File: src/rtl/matmul_pkg.sv
// Shared definitions for the sequential matrix multiplier datapath:
// word width, result-buffer state encoding and the row-major address helper.
package matmul_pkg;

  localparam int unsigned WORD_W = 32;

  typedef enum logic [1:0] {
    S_CLEAR  = 2'd0,
    S_ACCEPT = 2'd1,
    S_ACK    = 2'd2,
    S_DRAIN  = 2'd3
  } buf_state_t;

  // Row-major linear address of element (row, col) in an m x m matrix.
  function automatic int unsigned lin_addr(input int unsigned row,
                                           input int unsigned col,
                                           input int unsigned m);
    return row * m + col;
  endfunction

endpackage

File: src/rtl/result_mem.sv
// M*M x WORD_W result storage: one synchronous write port and two
// asynchronous read ports (accumulation feedback and drain).
module result_mem
  import matmul_pkg::*;
#(
  parameter int unsigned DEPTH = 16,
  parameter int unsigned AW    = 4
) (
  input  logic              clk,
  input  logic              we,
  input  logic [AW-1:0]     waddr,
  input  logic [WORD_W-1:0] wdata,
  input  logic [AW-1:0]     fb_addr,
  output logic [WORD_W-1:0] fb_data,
  input  logic [AW-1:0]     dr_addr,
  output logic [WORD_W-1:0] dr_data
);

  logic [WORD_W-1:0] mem [DEPTH];

  // Single write port; contents are zeroed by the owner's clear sweep.
  always_ff @(posedge clk) begin
    if (we) mem[waddr] <= wdata;
  end

  assign fb_data = mem[fb_addr];
  assign dr_data = mem[dr_addr];

endmodule

File: src/rtl/result_matrix_buffer.sv
// Result matrix buffer: captures multiplier result strobes, feeds the stored
// element back as accumulation seed, and drains the matrix row-major.
// Optional feature: define RESULT_BUF_WCOUNT_EN to add the wr_count output.
module result_matrix_buffer
  import matmul_pkg::*;
#(
  parameter int unsigned M     = 4,
  parameter int unsigned M_LEN = $clog2(M)
) (
  input  logic              clk,
  input  logic              rst,
  input  logic              clear,
  input  logic [31:0]       z_in,
  input  logic [M_LEN-1:0]  z_i,
  input  logic [M_LEN-1:0]  z_j,
  input  logic              z_stb,
  output logic              z_ack,
  output logic [31:0]       current_element,
  input  logic              mul_done,
  output logic [31:0]       out_data,
  output logic [M_LEN-1:0]  out_row,
  output logic [M_LEN-1:0]  out_col,
  output logic              out_valid,
  input  logic              out_ready,
  output logic              out_last,
  output logic              busy
`ifdef RESULT_BUF_WCOUNT_EN
  ,
  output logic [15:0]       wr_count
`endif
);

  localparam int unsigned AW    = 2 * M_LEN;
  localparam int unsigned DEPTH = M * M;
  localparam logic [AW-1:0] LAST = AW'(DEPTH - 1);

  buf_state_t        state;
  logic [AW-1:0]     ptr;
  logic              done_pend;
  logic              in_range;
  logic [AW-1:0]     fb_addr;
  logic [WORD_W-1:0] fb_data;
  logic              we;
  logic [AW-1:0]     waddr;
  logic [WORD_W-1:0] wdata;
  logic              accept_wr;

  assign in_range  = (32'(z_i) < M) && (32'(z_j) < M);
  assign fb_addr   = AW'(lin_addr(32'(z_i), 32'(z_j), M));
  assign accept_wr = (state == S_ACCEPT) && z_stb && !clear;

  // Write port arbitration: clear sweep owns the port while in S_CLEAR.
  always_comb begin
    we    = 1'b0;
    waddr = ptr;
    wdata = '0;
    if (state == S_CLEAR) begin
      we = 1'b1;
    end else if (accept_wr && in_range) begin
      we    = 1'b1;
      waddr = fb_addr;
      wdata = z_in;
    end
  end

  result_mem #(
    .DEPTH (DEPTH),
    .AW    (AW)
  ) u_mem (
    .clk     (clk),
    .we      (we),
    .waddr   (waddr),
    .wdata   (wdata),
    .fb_addr (fb_addr),
    .fb_data (fb_data),
    .dr_addr (ptr),
    .dr_data (out_data)
  );

  assign current_element = (state == S_CLEAR || !in_range) ? '0 : fb_data;
  assign out_row  = M_LEN'(32'(ptr) / M);
  assign out_col  = M_LEN'(32'(ptr) % M);
  assign out_last = out_valid && (ptr == LAST);

  // Control FSM with registered handshake/status outputs.
  always_ff @(posedge clk or posedge rst) begin
    if (rst) begin
      state     <= S_CLEAR;
      ptr       <= '0;
      z_ack     <= 1'b0;
      out_valid <= 1'b0;
      busy      <= 1'b1;
      done_pend <= 1'b0;
    end else if (clear) begin
      state     <= S_CLEAR;
      ptr       <= '0;
      z_ack     <= 1'b0;
      out_valid <= 1'b0;
      busy      <= 1'b1;
      done_pend <= 1'b0;
    end else begin
      case (state)
        S_CLEAR: begin
          if (ptr == LAST) begin
            ptr   <= '0;
            state <= S_ACCEPT;
            busy  <= 1'b0;
          end else begin
            ptr <= ptr + 1'b1;
          end
        end
        S_ACCEPT: begin
          if (z_stb) begin
            z_ack     <= 1'b1;
            done_pend <= mul_done;
            state     <= S_ACK;
          end else if (mul_done) begin
            ptr       <= '0;
            out_valid <= 1'b1;
            busy      <= 1'b1;
            state     <= S_DRAIN;
          end
        end
        S_ACK: begin
          // A done arriving while the strobe is still held is kept too.
          if (!z_stb) begin
            z_ack <= 1'b0;
            if (done_pend || mul_done) begin
              done_pend <= 1'b0;
              ptr       <= '0;
              out_valid <= 1'b1;
              busy      <= 1'b1;
              state     <= S_DRAIN;
            end else begin
              state <= S_ACCEPT;
            end
          end else if (mul_done) begin
            done_pend <= 1'b1;
          end
        end
        S_DRAIN: begin
          if (out_ready) begin
            if (ptr == LAST) begin
              ptr       <= '0;
              out_valid <= 1'b0;
              busy      <= 1'b0;
              state     <= S_ACCEPT;
            end else begin
              ptr <= ptr + 1'b1;
            end
          end
        end
        default: state <= S_CLEAR;
      endcase
    end
  end

`ifdef RESULT_BUF_WCOUNT_EN
  // Saturating count of accepted strobes since the last clear/reset.
  always_ff @(posedge clk or posedge rst) begin
    if (rst) begin
      wr_count <= '0;
    end else if (clear) begin
      wr_count <= '0;
    end else if (accept_wr && wr_count != 16'hFFFF) begin
      wr_count <= wr_count + 16'd1;
    end
  end
`endif

endmodule

File: config.mk
export PLATFORM = sky130hd
export DESIGN_NAME = result_matrix_buffer
export DESIGN_NICKNAME = d
export VERILOG_FILES = /design/src/rtl/matmul_pkg.sv /design/src/rtl/result_mem.sv /design/src/rtl/result_matrix_buffer.sv
export SDC_FILE = /design/constraint.sdc
export NUM_CORES = 1
export LEC_CHECK = 0
export BUFFER_PORTS_ARGS = -buffer_cell sky130_fd_sc_hd__buf_4
export CAP_MARGIN = 10
export CORE_AREA = 2 2 215 217
export CTS_CLUSTER_DIAMETER = 50
export DETAILED_ROUTE_END_ITERATION = 7
export DIE_AREA = 0 0 217 219
export PLACE_DENSITY_LB_ADDON = 0.05
export SETUP_SLACK_MARGIN = 0.4
export SYNTH_ARGS = -nofsm -noshare
export SYNTH_HDL_FRONTEND = slang
export SYNTH_SLANG_ARGS = --single-unit
File: constraint.sdc
create_clock -name clk -period 3.3 [get_ports clk]
set_input_delay 0.165 -clock clk [delete_from_list [all_inputs] [get_ports clk]]
set_output_delay 0.165 -clock clk [all_outputs]
set_load 0.01 [all_outputs]
# Word level (Yosys, flattened, before mapping)
# Memory sizes are Yosys's and may differ from the RTL's.
# Cells that the tools add are included.
dict set report totals {
  reg_bits 10
  mem_bits_rw 512
  input_bits 42
  out_inout_bits 72
  mem_count 1
}
# name words word_bits read_ports rd_clocked_by_memory_dff write_ports line
set mem_list {}
lappend mem_list {u_mem.mem 16 32 2 0 1 result_mem.sv:19} ;# logic [WORD_W-1:0] mem [DEPTH];
dict set report op_classes {
  n_addsub 2
  eq_ne 14
  mux 46
  reduce_logical 13
}
# cell n
set op_table {}
lappend op_table {{two-way mux 32 bit} 3}
lappend op_table {{two-way mux 4 bit} 9}
lappend op_table {{two-way mux 1 bit} 21}
lappend op_table {{!= test 3 bit (second input constant)} 7}
lappend op_table {{case mux 4 bit (4 select lines)} 1}
lappend op_table {{two-way mux 2 bit} 7}
lappend op_table {{!= test 4 bit (second input constant)} 3}
lappend op_table {{case mux 2 bit (4 select lines)} 1}
lappend op_table {{AND reduction 7 bit} 1}
lappend op_table {{AND reduction 3 bit} 2}
lappend op_table {{AND reduction 5 bit} 1}
lappend op_table {{adder 4 x 1 -> 4 bit (second input constant)} 1}
lappend op_table {{adder 4 x 2 -> 4 bit} 1}
lappend op_table {{equality test 2 bit (second input constant)} 2}
lappend op_table {{equality test 4 bit (second input constant)} 1}
lappend op_table {{case mux 1 bit (2 select lines)} 2}
lappend op_table {{case mux 1 bit (4 select lines)} 1}
lappend op_table {{AND reduction 4 bit} 1}
lappend op_table {{nonzero test 4 bit} 1}
lappend op_table {{logical AND 1 bit} 3}
lappend op_table {{case mux 1 bit (3 select lines)} 1}
lappend op_table {{nonzero test 3 bit} 1}
lappend op_table {{equality test 2 x 1 -> 1 bit (second input constant)} 1}
lappend op_table {{zero test 2 bit} 1}
lappend op_table {{other kinds (2)} 2}

# Logic depth before layout (Yosys ltp)
# Gate-level depths: netlist (run 1).
dict set report logic_depth {
  ltp_word 7
  depth_mapped 8
  ltp_nobuf 6
}

# Cells and area by module
# From an unflattened synthesis (run 1), not the netlist that was laid out.
dict set report hier_totals {
  hier_cells 1228
  hier_area_um2 24088.1
}
# module n_inst cells_per_inst area_each_um2 seq_area_each_um2
set by_module_without_submodules {}
lappend by_module_without_submodules {result_mem 1 1077 22907.0 15374.7}
lappend by_module_without_submodules {result_matrix_buffer 1 151 1181.1 251.5}

# Least setup slack after synthesis (run 1)
# Ideal clock, no wire load.
dict set report synth_path {
  path_type {register to register}
  from {register state[0]}
  to {memory u_mem.mem[4][0] (enable)}
  arrival_ns 2.749
  required_ns 2.879
  setup_slack_ns 0.130
  path_stages_with_launch 8
  path_buffers 1
  period_less_slack_ns 3.170
  path_cell_list {dfrtp_1 -> inv_1 -> ha_1 -> and4bb_2 -> buf_2 -> nor3_1 -> a31oi_1 -> nor2_1}
}
dict set report synth_between {
  elab_chain_cells 7
  word_cells_on_any_way 10
  cone_classes {1 x eq/ne; 6 x mux; 3 x reduce/logical}
}
# element line
set synth_lines {}
lappend synth_lines {{start, declared} result_matrix_buffer.sv:37} ;# buf_state_t state;
lappend synth_lines {{start signal, assigned} result_matrix_buffer.sv:88} ;# state <= S_CLEAR;
lappend synth_lines {{start signal, assigned} result_matrix_buffer.sv:95} ;# state <= S_CLEAR;
lappend synth_lines {{start signal, assigned} result_matrix_buffer.sv:106} ;# state <= S_ACCEPT;
lappend synth_lines {{equality test 2 x 1 -> 1 bit} result_matrix_buffer.sv:50} ;# assign accept_wr = (state == S_ACCEPT) && z_stb && !clear;
lappend synth_lines {{logical AND 1 bit (2 in a row)} result_matrix_buffer.sv:50}
lappend synth_lines {{two-way mux 1 bit} result_matrix_buffer.sv:59} ;# end else if (accept_wr && in_range) begin
lappend synth_lines {{two-way mux 1 bit} result_matrix_buffer.sv:57} ;# if (state == S_CLEAR) begin
lappend synth_lines {{two-way mux 1 bit} result_mem.sv:23} ;# if (we) mem[waddr] <= wdata;
lappend synth_lines {{two-way mux 1 bit (not written as such)} result_mem.sv:23}
lappend synth_lines {{end, declared} result_mem.sv:19}
# Parallel ways exist; a longest one is shown, timed or not.

# Worst setup path after layout (run 1)
dict set report layout_path {
  from {register state[1]}
  to {memory u_mem.mem[8][24] (enable)}
}
# Same word-level chain as after synthesis.

==> results of run 1 <==
[routing by layer]
metal  global-route usage  up-vias
li1                     -     6397
met2                0.493      687
met3               0.0416      117
met4               0.0934        0
met1                0.408     7937
met5                    0        -
[registers in the layout, indices dropped and copies added (netlist names)]
| name | cells |
|---|---|
| busy | 1 |
| ptr | 4 |
| state | 2 |
| out_valid | 1 |
| u_mem.mem | 512 |
| z_ack | 1 |
| done_pend | 1 |
[what timing repair did]
item,CTS,global route
buffers inserted,9,10
pin swaps,1,1
hold buffers,4,0
endpoints found under the hold margin,20,0
endpoints found under the setup margin,73,524
gates resized for setup,4,15
[cell usage after synthesis (5+ instances only)]
cell | number | area [µm²]
sky130_fd_sc_hd__edfxtp_1 | 512 | 15400
sky130_fd_sc_hd__mux2i_1 | 239 | 2390
sky130_fd_sc_hd__mux4_2 | 137 | 3090
sky130_fd_sc_hd__a22oi_1 | 111 | 833
sky130_fd_sc_hd__o22ai_1 | 62 | 388
sky130_fd_sc_hd__nor2_1 | 55 | 206
sky130_fd_sc_hd__nand2_1 | 45 | 169
sky130_fd_sc_hd__nand3_1 | 38 | 190
sky130_fd_sc_hd__o21ai_0 | 37 | 185
sky130_fd_sc_hd__clkbuf_1 | 36 | 135
sky130_fd_sc_hd__and2_1 | 34 | 213
sky130_fd_sc_hd__buf_2 | 33 | 165
sky130_fd_sc_hd__buf_4 | 19 | 143
sky130_fd_sc_hd__buf_6 | 14 | 158
sky130_fd_sc_hd__buf_1 | 13 | 48.8
sky130_fd_sc_hd__a21oi_1 | 10 | 50.1
sky130_fd_sc_hd__inv_1 | 10 | 37.5
sky130_fd_sc_hd__dfrtp_1 | 9 | 225
sky130_fd_sc_hd__a221oi_1 | 6 | 52.6
sky130_fd_sc_hd__a31oi_1 | 6 | 37.5
sky130_fd_sc_hd__ha_1 | 5 | 62.6
sky130_fd_sc_hd__nor3_1 | 5 | 25.0
sky130_fd_sc_hd__nor3b_1 | 5 | 37.5
[worst max-delay path, cell delays in order, from the launching register on]
cell and delay [ps]:
sky130_fd_sc_hd__dfrtp_1 410, sky130_fd_sc_hd__inv_1 100, sky130_fd_sc_hd__ha_1 420, sky130_fd_sc_hd__and4bb_2 460, sky130_fd_sc_hd__nor3_1 80, sky130_fd_sc_hd__a31oi_1 740
sky130_fd_sc_hd__nor2_4 260, sky130_fd_sc_hd__buf_12 270
[through the flow]
step / utilization / total power (µW) / hold slack, ps / std cells
5_1_grt: 0.632 / 17200 / 148 / 2271
4_1_cts: 0.630 / 16700 / 111 / 2261
3_3_place_gp: 0.587 / 10600 / 186 / 2151
3_5_place_dp: 0.587 / 10700 / 191 / 2151
2_1_floorplan: - / 9490 / 4.46 / 1479
6_report: 0.632 / 16700 / 115 / 2271
[where the power goes]
| group | internal (µW) | switching [µW] |
|---|---|---|
| Sequential | 7550 | 185 |
| Combinational | 1300 | 1580 |
| Clock | 3530 | 2530 |
| Total | 12400 | 4300 |
[logic make-up after synthesis]
family / Yosys count / share of synthesized area
AO/OA/AOI/OAI: 250 / 0.0689
buffers and inverters: 125 / 0.0280
adder cells (fa/ha/maj): 5 / 0.00255
flip-flops: 522 / 0.637
multiplexers: 376 / 0.223
AND/OR/NAND/NOR: 201 / 0.0398
[layout make-up]
cell class / count / share of cell area
clock buffer: 68 / 0.0500
clock inverter: 29 / 0.0110
inverter: 10 / 0.00132
multi-input combinational: 832 / 0.295
sequential: 522 / 0.548
tap: 600 / 0.0263
timing repair buffer: 210 / 0.0684
[cells in the final DEF, fill, tap and decap left out, drive strengths merged, types with 2 or more instances in the layout]
master | synthesis | routed
dlygate4sd3 | 0 | 4
nand3b | 2 | 2
clkinvlp | 0 | 2
o22ai | 62 | 62
o2111ai | 4 | 4
a221oi | 6 | 6
a31oi | 6 | 6
o21ai | 38 | 38
a32oi | 2 | 2
ha | 5 | 5
a21oi | 10 | 10
mux4 | 137 | 137
inv | 10 | 13
and3 | 2 | 2
nand2 | 45 | 45
or2 | 2 | 2
clkinv | 0 | 18
o31ai | 3 | 3
nor3 | 5 | 5
nor4 | 2 | 2
a22oi | 111 | 111
bufinv | 0 | 6
mux2i | 239 | 239
nand2b | 4 | 4
edfxtp | 512 | 512
nand3 | 38 | 38
nor2b | 3 | 3
and2 | 34 | 34
nor3b | 5 | 5
nor2 | 55 | 55
o21a | 3 | 3
dfrtp | 9 | 9
buf | 79 | 206
clkbuf | 36 | 68
[worst max-delay path by stage]
stage / startpoint / to / slack [ps] / cells past startpoint
global route: state[1] / u_mem.mem[8][24] / 200 / 7
finish: state[1] / u_mem.mem[8][24] / 270 / 7
floorplan: state[0] / u_mem.mem[4][0] / 130 / 7
detailed placement: state[1] / u_mem.mem[9][16] / 420 / 7
global placement: state[1] / u_mem.mem[9][16] / 460 / 7
CTS: state[1] / u_mem.mem[9][23] / 400 / 7
==> impl.org, run 1 <==
** Outcome
- The run finished with clean final reports.

** Place
- GPL Wtd Cong :: ~0.85
- Detailed placement ended at an HPWL of 40.4 mm.
- Port buffering added around 110 buffers.
- The placed instances occupy a cell area of 0.0265 mm².
- Setup Slack @ Placement :: between 400 and 500 ps

** Power
- Across the VDD grid, the largest voltage drop is 0.000464 V.
- For this design the static power due to leakage is slightly above 0.01 µW.
- Power density over cell area :: 585 mW/mm²

** Critical path
- Worst R2R End :: u_mem.mem[8][24]
- In this run the register-to-register setup slack is around 270 ps.
- Data on the critical path arrives at its endpoint at 3360 ps.
- Worst path required time :: 3630 ps
- The setup path with the least slack is of type reg -> reg.
- Counting cells, the worst reg-to-reg path comes to 7.
- Critical Path End Type :: register
- The startpoint identified for the worst register-to-register timing path is state[1].
- Worst Path Max Fanout :: 19
- STA classifies the critical path startpoint as a register.

** Routing
- The routed layout has between 15000 and 20000 vias.
- Iteration-0 DRC count of the detailed router :: 1689
- Final Routed Wirelength :: 69.6 mm
- Summed over all nets, wire length on met2 after detailed routing comes to 34.5 mm.
- After detailed routing, the met3 layer carries 4.81 mm of wire.
- Drt via density :: 6.67
- In the final routing, the length of wire on met1 measures 28.5 mm.
- Count of nets left with antenna violations after detail routing :: 0
- First-pass iteration count of the detailed router :: 7
- For this run, design rule violations remaining after detail routing come to 0.
- Highest metal used :: met4
- Routed len/inst :: between 30 and 40 µm

** Final layout
- Multi-input gate area in the final layout :: 0.00840 mm²
- Net count, final :: 1677
- Fin area :: 0.0285 mm²
- Fill cells in the final layout number ~3200.
- Compared with the post-synthesis result, the final layout area differs by 16.3%.
- Proportion of layout cells with a drive suffix above 1 :: 0.279
- Summing all flip-flop and latch instances after layout gives about 0.016 mm².
- 0 antenna diodes ended up in the layout.

** Timing
- Static timing analysis puts the maximum clock frequency at roughly 330 MHz.
- Final clock skew :: roughly 26 ps
- Worst setup margin :: 273 ps
- In the final timing run, aggregate negative setup slack is 0 ps.
- Worst max-slew margin expressed relative to the limit :: 0.326
- Post-layout min period :: slightly above 3000 ps
- Number of setup violations in the final report :: 0
- The number of pins exceeding their max-slew limit in the final report came to 0.
- Of the available clock period, the critical path in the final layout requires 0.917.
- RSZ-0062 raised after global routing :: true
- The number of hold violations in the final report was 0.
- Slew of the pin with the lowest slew margin :: 1010 ps

** Floorplan
- The die covers 0.0475 mm².
- Height of the chip :: 219 µm
- Core Region :: 0.0451 mm²
- Floorplan row count :: 78
- Effective utilization at floorplan :: 0.544
- 114 I/O pins were placed.
- In this run the horizontal extent of the chip is 217 µm.

** Global route
- GRT Overall Usage :: 0.296
- The via count of the first global-routing pass was between 15000 and 20000.
- Number of antenna violations at the first check in global routing :: 0
- Congestion Overflow GR :: 0
- Wire length of the first global-routing pass :: approximately 100 mm
- Largest net degree at the start of global routing :: between 50 and 60

** Clock network
- TritonCTS built the clock tree.
- TritonCTS buffer count :: 54
- The H-tree was split into 2 levels.
- At the later pin of the worst-skew pair, clock insertion delay measures 600 ps.
- Clk root buf :: sky130_fd_sc_hd__clkbuf_16
- The clock passes through at most 3 buffers.
- After clock tree synthesis, the clock-pin slew on the worst setup and hold paths is 60 ps.
- Clk sinks :: about 520

** Synth
- Summing every instance area after synthesis gives approximately 0.025 mm².
- A synthesized cell averages 16.6 µm².
- For this run, the leading register cell type out of synthesis is sky130_fd_sc_hd__edfxtp_1.
- Post-synth EDFFs :: 512
- After technology mapping, the gate count stands at around 1500.
- Distinct cell type count after synthesis :: 44
- After synthesis the netlist holds a flip-flop and latch count of roughly 520.
- During synthesis, Yosys emitted a total of 0 warnings.
- Of the synthesized area, sequential elements account for 0.637.
- Post-Synthesis Net Count :: 1526
- After synthesis, the share of flip-flops with an asynchronous set or reset is 0.0192.

** Hold path
- The worst hold path belongs to the class in -> async.

** Job
- Max capacitance violation total :: 0
No activity file was read; power rests on OpenSTA's default activity.
==> run 2: changes to the inputs <==
--- a/config.mk
+++ b/config.mk
@@ -11,6 +11,7 @@
 export CTS_CLUSTER_DIAMETER = 50
 export DETAILED_ROUTE_END_ITERATION = 7
 export DIE_AREA = 0 0 217 219
+export MAX_ROUTING_LAYER = met4
 export PLACE_DENSITY_LB_ADDON = 0.05
 export SETUP_SLACK_MARGIN = 0.4
 export SYNTH_ARGS = -nofsm -noshare
==> impl.org, run 2 (same netlist as run 1, synthesis figures left out) <==
** Timing
- The number of hold violations in the final report came to 0 (unchanged).
- The worst slew slack as a fraction of its limit came to 0.296 (-0.0300).
- The worst hold slack came to 117 ps (+1.50 ps).
- Peak clock frequency supported by timing :: 337 MHz (+2.0%)
- Max Transition Viols Final :: 0 (unchanged)
- The transition time at the pin with the least slew margin was 1060 ps (+45.0 ps).
- Total Neg Setup Slack :: 0 ps (unchanged)
- Number of setup violations in the final report :: 0 (unchanged)
- The share of the cycle needed by the critical path after routing came to 0.900 (-0.0176).
- The setup clock skew after layout is 26.1 ps (+0.305 ps).
- RSZ-0062 raised after global routing :: true
- The shortest period the worst path allows is 2970 ps (-58.1 ps).

** Critical path
- The endpoint identified for the worst register-to-register timing path is u_mem.mem[8][24].
- The critical-path maximum fanout came to 19 (unchanged).
- Critical Path End Type :: register
- The slack of the worst reg-to-reg path came to 330 ps (+60 ps).
- Worst r2r src :: state[1]
- The required arrival time at the worst endpoint is 3630 ps (about the same).
- The cell depth of the worst flop-to-flop path came to 7 (unchanged).
- CP Data Arrival Time :: 3300 ps (-60 ps)
- The critical path is of the reg -> reg type.
- Type of origin of the critical path :: register

** Routing
- First-pass iteration count of the detailed router :: 5 (-2)
- The number of nets with antenna violations after detailed routing came to 0 (unchanged).
- Drt via density :: 6.66 (-0.11%)
- The final routed wirelength across all metal layers is 69.6 mm (about the same).
- The average wire per standard cell is 30.7 µm (about the same).
- Routed via count :: 15100 (-0.066%)
- The violation count after the first detailed-route iteration was 1696 (+0.41%).
- The number of remaining DRC errors is 0 (unchanged).

** Clock network
- The clock edge transition at the registers on the reported setup and hold paths was 60 ps (about the same).
- The clock latency reported for the late side of the worst-skew pair was 600 ps (about the same).
- The buffer levels on the longest clock path was 3 (unchanged).
- The CTS sink count is 522 (unchanged).
- The number of clock buffers inserted by TritonCTS was 54 (unchanged).
- H-tree depth reported by CTS :: 2 (unchanged)
- Clock tree from TritonCTS :: done
- Clk root buf :: sky130_fd_sc_hd__clkbuf_16

** Final layout
- The library cell used most frequently in the layout, excluding fill and tap cells, is sky130_fd_sc_hd__edfxtp_1.
- Proportion of layout cells with a drive suffix above 1 :: 0.279 (-0.000598)
- Most flop-heavy register :: u_mem.mem
- The number of nets in the layout was 1677 (unchanged).
- Leading cell types in the layout, fill and taps excluded :: sky130_fd_sc_hd__edfxtp_1, sky130_fd_sc_hd__mux2i_1, sky130_fd_sc_hd__buf_4
- Biggest regs :: u_mem.mem (512), ptr (4), state (2)
- Layout Area Growth over Synthesis :: 16.3% (about the same)
- The number of flip-flops in the largest register was 512 (unchanged).

** Global route
- The global-route total usage across every layer is 0.305 (+0.00888).
- The first-pass GRT wire length was 101 mm (about the same).
- Highest-utilization routing layer at the global route stage :: met2
- The largest net degree at the start of global routing came to 57 (unchanged).
- Congestion Overflow GR :: 0 (unchanged)
- The met2 layer usage reported by global route came to 0.492 (-0.00106).
- Met1 track demand over resource in global routing :: 0.408 (-0.000581)
- The met3 usage came to 0.0416 (unchanged).
- The via count of the first global-routing pass was 15100 (-0.13%).
- Number of antenna violations at the first check in global routing :: 0 (unchanged)

** Place
- The post-detailed-placement half-perimeter wirelength was 40.4 mm (unchanged).
- GPL Wtd Cong :: 0.868 (+1.6%)
- Total of buffers placed on input and output ports :: 113 (unchanged)

** Floorplan
- Effective utilization at floorplan :: 0.544 (unchanged)
- Boundary Pins :: 114 (unchanged)
- Height of the chip :: 219 µm (unchanged)
- Floorplan row count :: 78 (unchanged)
- The full die area is 0.0475 mm² (unchanged).
- Horizontal die dimension :: 217 µm (unchanged)
- The floorplan core area is 0.0451 mm² (unchanged).

** Outcome
- Result of the run :: finished, final reports clean

** Power
- Max IR drop VDD :: 0.000466 V (+0.45%)
- The leakage power summed over all cells was 0.0102 µW (about the same).
- The power density normalized to cell area came to 585 mW/mm² (about the same).

** Job
- The max-capacitance violation count is 0 (unchanged).

** Hold path
- HP Class :: in -> async
run 2: cell count changes in the layout (fill, tap and decap cells not counted), sizes merged:
cell / before / now
diode: 0 / 1
run 2: cell type report:
type	count	area, µm²
Fill cell	3247	16600
Sequential cell	522	15600
Multi-Input combinational cell	832	8400
Timing Repair Buffer	210	1950
Clock buffer	68	1430
Tap cell	600	751
Clock inverter	29	314
Inverter	10	37.5
Antenna cell	1	2.50
run 2: per-stage QoR:
stage | instances | setup WS, ps | utilization | power, µW | instance area (µm²)
6_report | 2272 | 331 | 0.632 | 16700 | 28500
5_1_grt | 2271 | 197 | 0.632 | 17200 | 28500
3_5_place_dp | 2151 | 419 | 0.587 | 10700 | 26500
2_1_floorplan | 1479 | 130 | - | 9490 | 24500
3_3_place_gp | 2151 | 463 | 0.587 | 10600 | 26500
4_1_cts | 2261 | 401 | 0.630 | 16700 | 28400
run 2: power by group:
part	leakage, µW	switching [µW]	total [µW]	internal [µW]
Clock	0.000846	2530	6050	3530
Sequential	0.00510	186	7730	7550
Combinational	0.00421	1580	2890	1300
run 2: critical path, cell delays in order, from the launching register on:
cell and delay [ps]:
sky130_fd_sc_hd__dfrtp_1 410, sky130_fd_sc_hd__inv_1 100, sky130_fd_sc_hd__ha_1 410, sky130_fd_sc_hd__and4bb_2 450, sky130_fd_sc_hd__nor3_1 80, sky130_fd_sc_hd__a31oi_1 710
sky130_fd_sc_hd__nor2_4 250, sky130_fd_sc_hd__buf_12 270
run 2: metal layers:
metal | vias up | routed length (µm)
met3 | 120 | 5090
met4 | 0 | 1720
met5 | - | 0
met1 | 7909 | 28100
li1 | 6408 | -
met2 | 691 | 34700
run 2: how the worst max path moves through the flow:
stage	from	to	cells past startpoint
floorplan	state[0]	u_mem.mem[4][0]	7
global placement	state[1]	u_mem.mem[9][16]	7
detailed placement	state[1]	u_mem.mem[9][16]	7
CTS	state[1]	u_mem.mem[9][23]	7
global route	state[1]	u_mem.mem[8][24]	7
finish	state[1]	u_mem.mem[8][24]	7
run 2: repair_timing:
| item | in CTS | in global routing |
|---|---|---|
| buffers inserted | 9 | 10 |
| gates resized for setup | 4 | 14 |
| endpoints found under the setup margin | 73 | 519 |
| endpoints found under the hold margin | 20 | 0 |
| pin swaps | 1 | 1 |
| hold buffers | 4 | 0 |
==> run 3: changes to the inputs <==
--- a/config.mk
+++ b/config.mk
@@ -7,10 +7,10 @@
 export LEC_CHECK = 0
 export BUFFER_PORTS_ARGS = -buffer_cell sky130_fd_sc_hd__buf_4
 export CAP_MARGIN = 10
-export CORE_AREA = 2 2 215 217
+export CORE_AREA = 2 2 225 227
 export CTS_CLUSTER_DIAMETER = 50
 export DETAILED_ROUTE_END_ITERATION = 7
-export DIE_AREA = 0 0 217 219
+export DIE_AREA = 0 0 227 229
 export MAX_ROUTING_LAYER = met4
 export PLACE_DENSITY_LB_ADDON = 0.05
 export SETUP_SLACK_MARGIN = 0.4
==> impl.org, run 3 (same netlist as run 1, synthesis figures left out) <==
** Clock network
- Clock latency on the worst-skew pair :: 620 ps (+20 ps)
- The number of clock buffers inserted by TritonCTS came to 59 (+9.3%).
- Clock tree synthesis selected as its root buffer the cell sky130_fd_sc_hd__clkbuf_16.
- Maximum number of buffers from clock root to sink :: 3 (unchanged)
- Post-CTS clock slew at the launch and capture registers of the worst setup and hold paths :: 60 ps (about the same)
- Clock tree from TritonCTS :: done
- H-tree depth reported by CTS :: 2 (unchanged)
- Clk sinks :: 522 (unchanged)

** Routing
- Routed via count :: 15100 (-0.28%)
- The iteration count of the initial detailed-routing pass came to 6 (+1).
- Iteration-0 DRC count of the detailed router :: 1725 (+1.7%)
- The number of nets with antenna violations after detailed routing came to 0 (unchanged).
- The number of remaining DRC errors came to 0 (unchanged).
- Drt via density :: 6.40 (-3.9%)
- Final Routed Wirelength :: 69.1 mm (-0.76%)
- The average wire per standard cell was 29.3 µm (-4.3%).

** Final layout
- The share of final-layout standard cells stronger than drive strength 1 is 0.282 (+0.00362).
- Net count, final :: 1683 (+0.36%)
- The number of antenna diodes is 0 (-1).
- Biggest regs :: u_mem.mem (512), ptr (4), state (2)
- Flip-flop count of the largest register after layout :: 512 (unchanged)
- Leaving out fill and tap cells, the most frequent cell in the layout is sky130_fd_sc_hd__edfxtp_1.
- Compared with the post-synthesis result, the final layout area differs by 17.5%.
- Leaving out fill and tap cells, the most frequent cells in the layout are sky130_fd_sc_hd__edfxtp_1, sky130_fd_sc_hd__mux2i_1, sky130_fd_sc_hd__buf_4.
- Most flop-heavy register :: u_mem.mem

** Power
- The power density normalized to cell area was 603 mW/mm² (+3.1%).
- Max IR drop VDD :: 0.000493 V (+5.8%)
- Static power due to leakage :: 0.0103 µW (+1.1%)

** Timing
- Final number of hold-violating endpoints :: 0 (unchanged)
- Worst max-slew margin expressed relative to the limit :: 0.222 (-0.0736)
- The setup clock skew after layout came to 19.8 ps (-6.27 ps).
- RSZ-0062 raised after global routing :: true
- Max Transition Viols Final :: 0 (unchanged)
- Number of setup violations in the final report :: 0 (unchanged)
- The highest clock rate is 351 MHz (+4.1%).
- The transition time at the pin with the least slew margin came to 1160 ps (+105 ps).
- The share of the cycle needed by the critical path after routing is 0.864 (-0.0353).
- Post-layout min period :: 2850 ps (-116 ps)
- The setup slack of the critical path after layout was 448 ps (+116 ps).
- Total Neg Setup Slack :: 0 ps (unchanged)

** Floorplan
- Horizontal die dimension :: 227 µm (+4.6%)
- Effective utilization at floorplan :: 0.494 (-0.0500)
- Floorplan row count :: 82 (+5.1%)
- The height of the chip is 229 µm (+4.6%).
- Die ar. :: 0.0520 mm² (+9.4%)
- The number of placed I/O pins came to 114 (unchanged).
- The floorplan core area is 0.0497 mm² (+10%).

** Hold path
- HP Class :: in -> async

** Global route
- The first-pass GRT wire length was 101 mm (+0.26%).
- The largest net degree at the start of global routing came to 59 (+3.5%).
- Vias in the first global route :: 15100 (+0.33%)
- GRT Overall Usage :: 0.277 (-0.0276)
- Number of antenna violations at the first check in global routing :: 0 (unchanged)
- Congestion Overflow GR :: 0 (unchanged)

** Critical path
- Count of cells along the worst register-to-register path :: 6 (-1)
- Critical Path End Type :: register
- The critical path is of the reg -> reg type.
- CP Data Arrival Time :: 3220 ps (-80 ps)
- The critical-path maximum fanout was 14 (-5).
- Worst path required time :: 3670 ps (+40 ps)
- Type of origin of the critical path :: register
- Tracing the worst setup path back leads to its startpoint at state[1].
- In this run the critical register-to-register path is launched from state[1].

** Job
- The max-capacitance violation count is 0 (unchanged).

** Place
- GPL Wtd Cong :: 0.802 (-7.7%)
- The worst slack at placement is 281 ps (-139 ps).
- Half-perimeter wire length after placement :: 41.3 mm (+2.3%)
- Total of buffers placed on input and output ports :: 113 (unchanged)

** Outcome
- The flow ran to the end, and the final reports show no timing, DRC or antenna violations.
-- run 3: stage by stage --
step                      hold slack (ps)  cells   util  area, µm²  total power [µW]
after floorplan                      4.46   1479      -      24500              9490
after global placement                197   2227  0.534      26500             10600
after detailed placement              205   2227  0.534      26500             10600
after CTS                             119   2353  0.579      28700             17500
after global routing                  172   2357  0.580      28800             17900
final                                 127   2357  0.580      28800             17400
-- run 3: layout make-up --
class / instances / area [µm²]
Fill cell: 3890 / 20800
Sequential cell: 522 / 15600
Multi-Input combinational cell: 833 / 8410
Timing Repair Buffer: 210 / 1860
Clock buffer: 65 / 1500
Tap cell: 672 / 841
Clock inverter: 45 / 526
Inverter: 10 / 37.5
-- run 3: routing by layer --
layer / vias up / share of wire / global-route usage
li1: 6426 / - / -
met1: 7932 / 0.43 / 0.389
met2: 631 / 0.49 / 0.433
met3: 97 / 0.064 / 0.0343
met4: 0 / 0.021 / 0.0735
met5: - / 0 / -
-- run 3: worst max-delay path, stage by stage (launching register included) --
cell and delay, ps:
sky130_fd_sc_hd__dfrtp_1 410, sky130_fd_sc_hd__inv_1 100, sky130_fd_sc_hd__ha_1 430, sky130_fd_sc_hd__and4bb_2 360, sky130_fd_sc_hd__a31oi_1 750, sky130_fd_sc_hd__nor2_4 290
sky130_fd_sc_hd__buf_12 250
-- run 3: worst paths after layout --
kind                                     endpoint  slack (ps)
worst max-delay path            u_mem.mem[15][18]         450
worst min-delay path                       ptr[0]         130
worst max register to register  u_mem.mem[15][18]         450
worst min register to register               busy         500
max in group asynchronous                  ptr[2]        2830
min in group clk                             busy         140
-- run 3: repair_timing --
action,4_1_cts,5_1_grt
endpoints found under the setup margin,162,429
pin swaps,2,1
resized for setup,7,7
buffers inserted,11,4
endpoints found under the hold margin,19,0
gates cloned,1,0
hold buffers,4,0
-- run 3: where the power goes --
part | switching (µW) | leakage, µW | internal (µW) | total [µW]
Clock | 2700 | 0.000991 | 4090 | 6790
Sequential | 189 | 0.00511 | 7550 | 7740
Combinational | 1570 | 0.00418 | 1270 | 2840
Total | 4460 | 0.0103 | 12900 | 17400
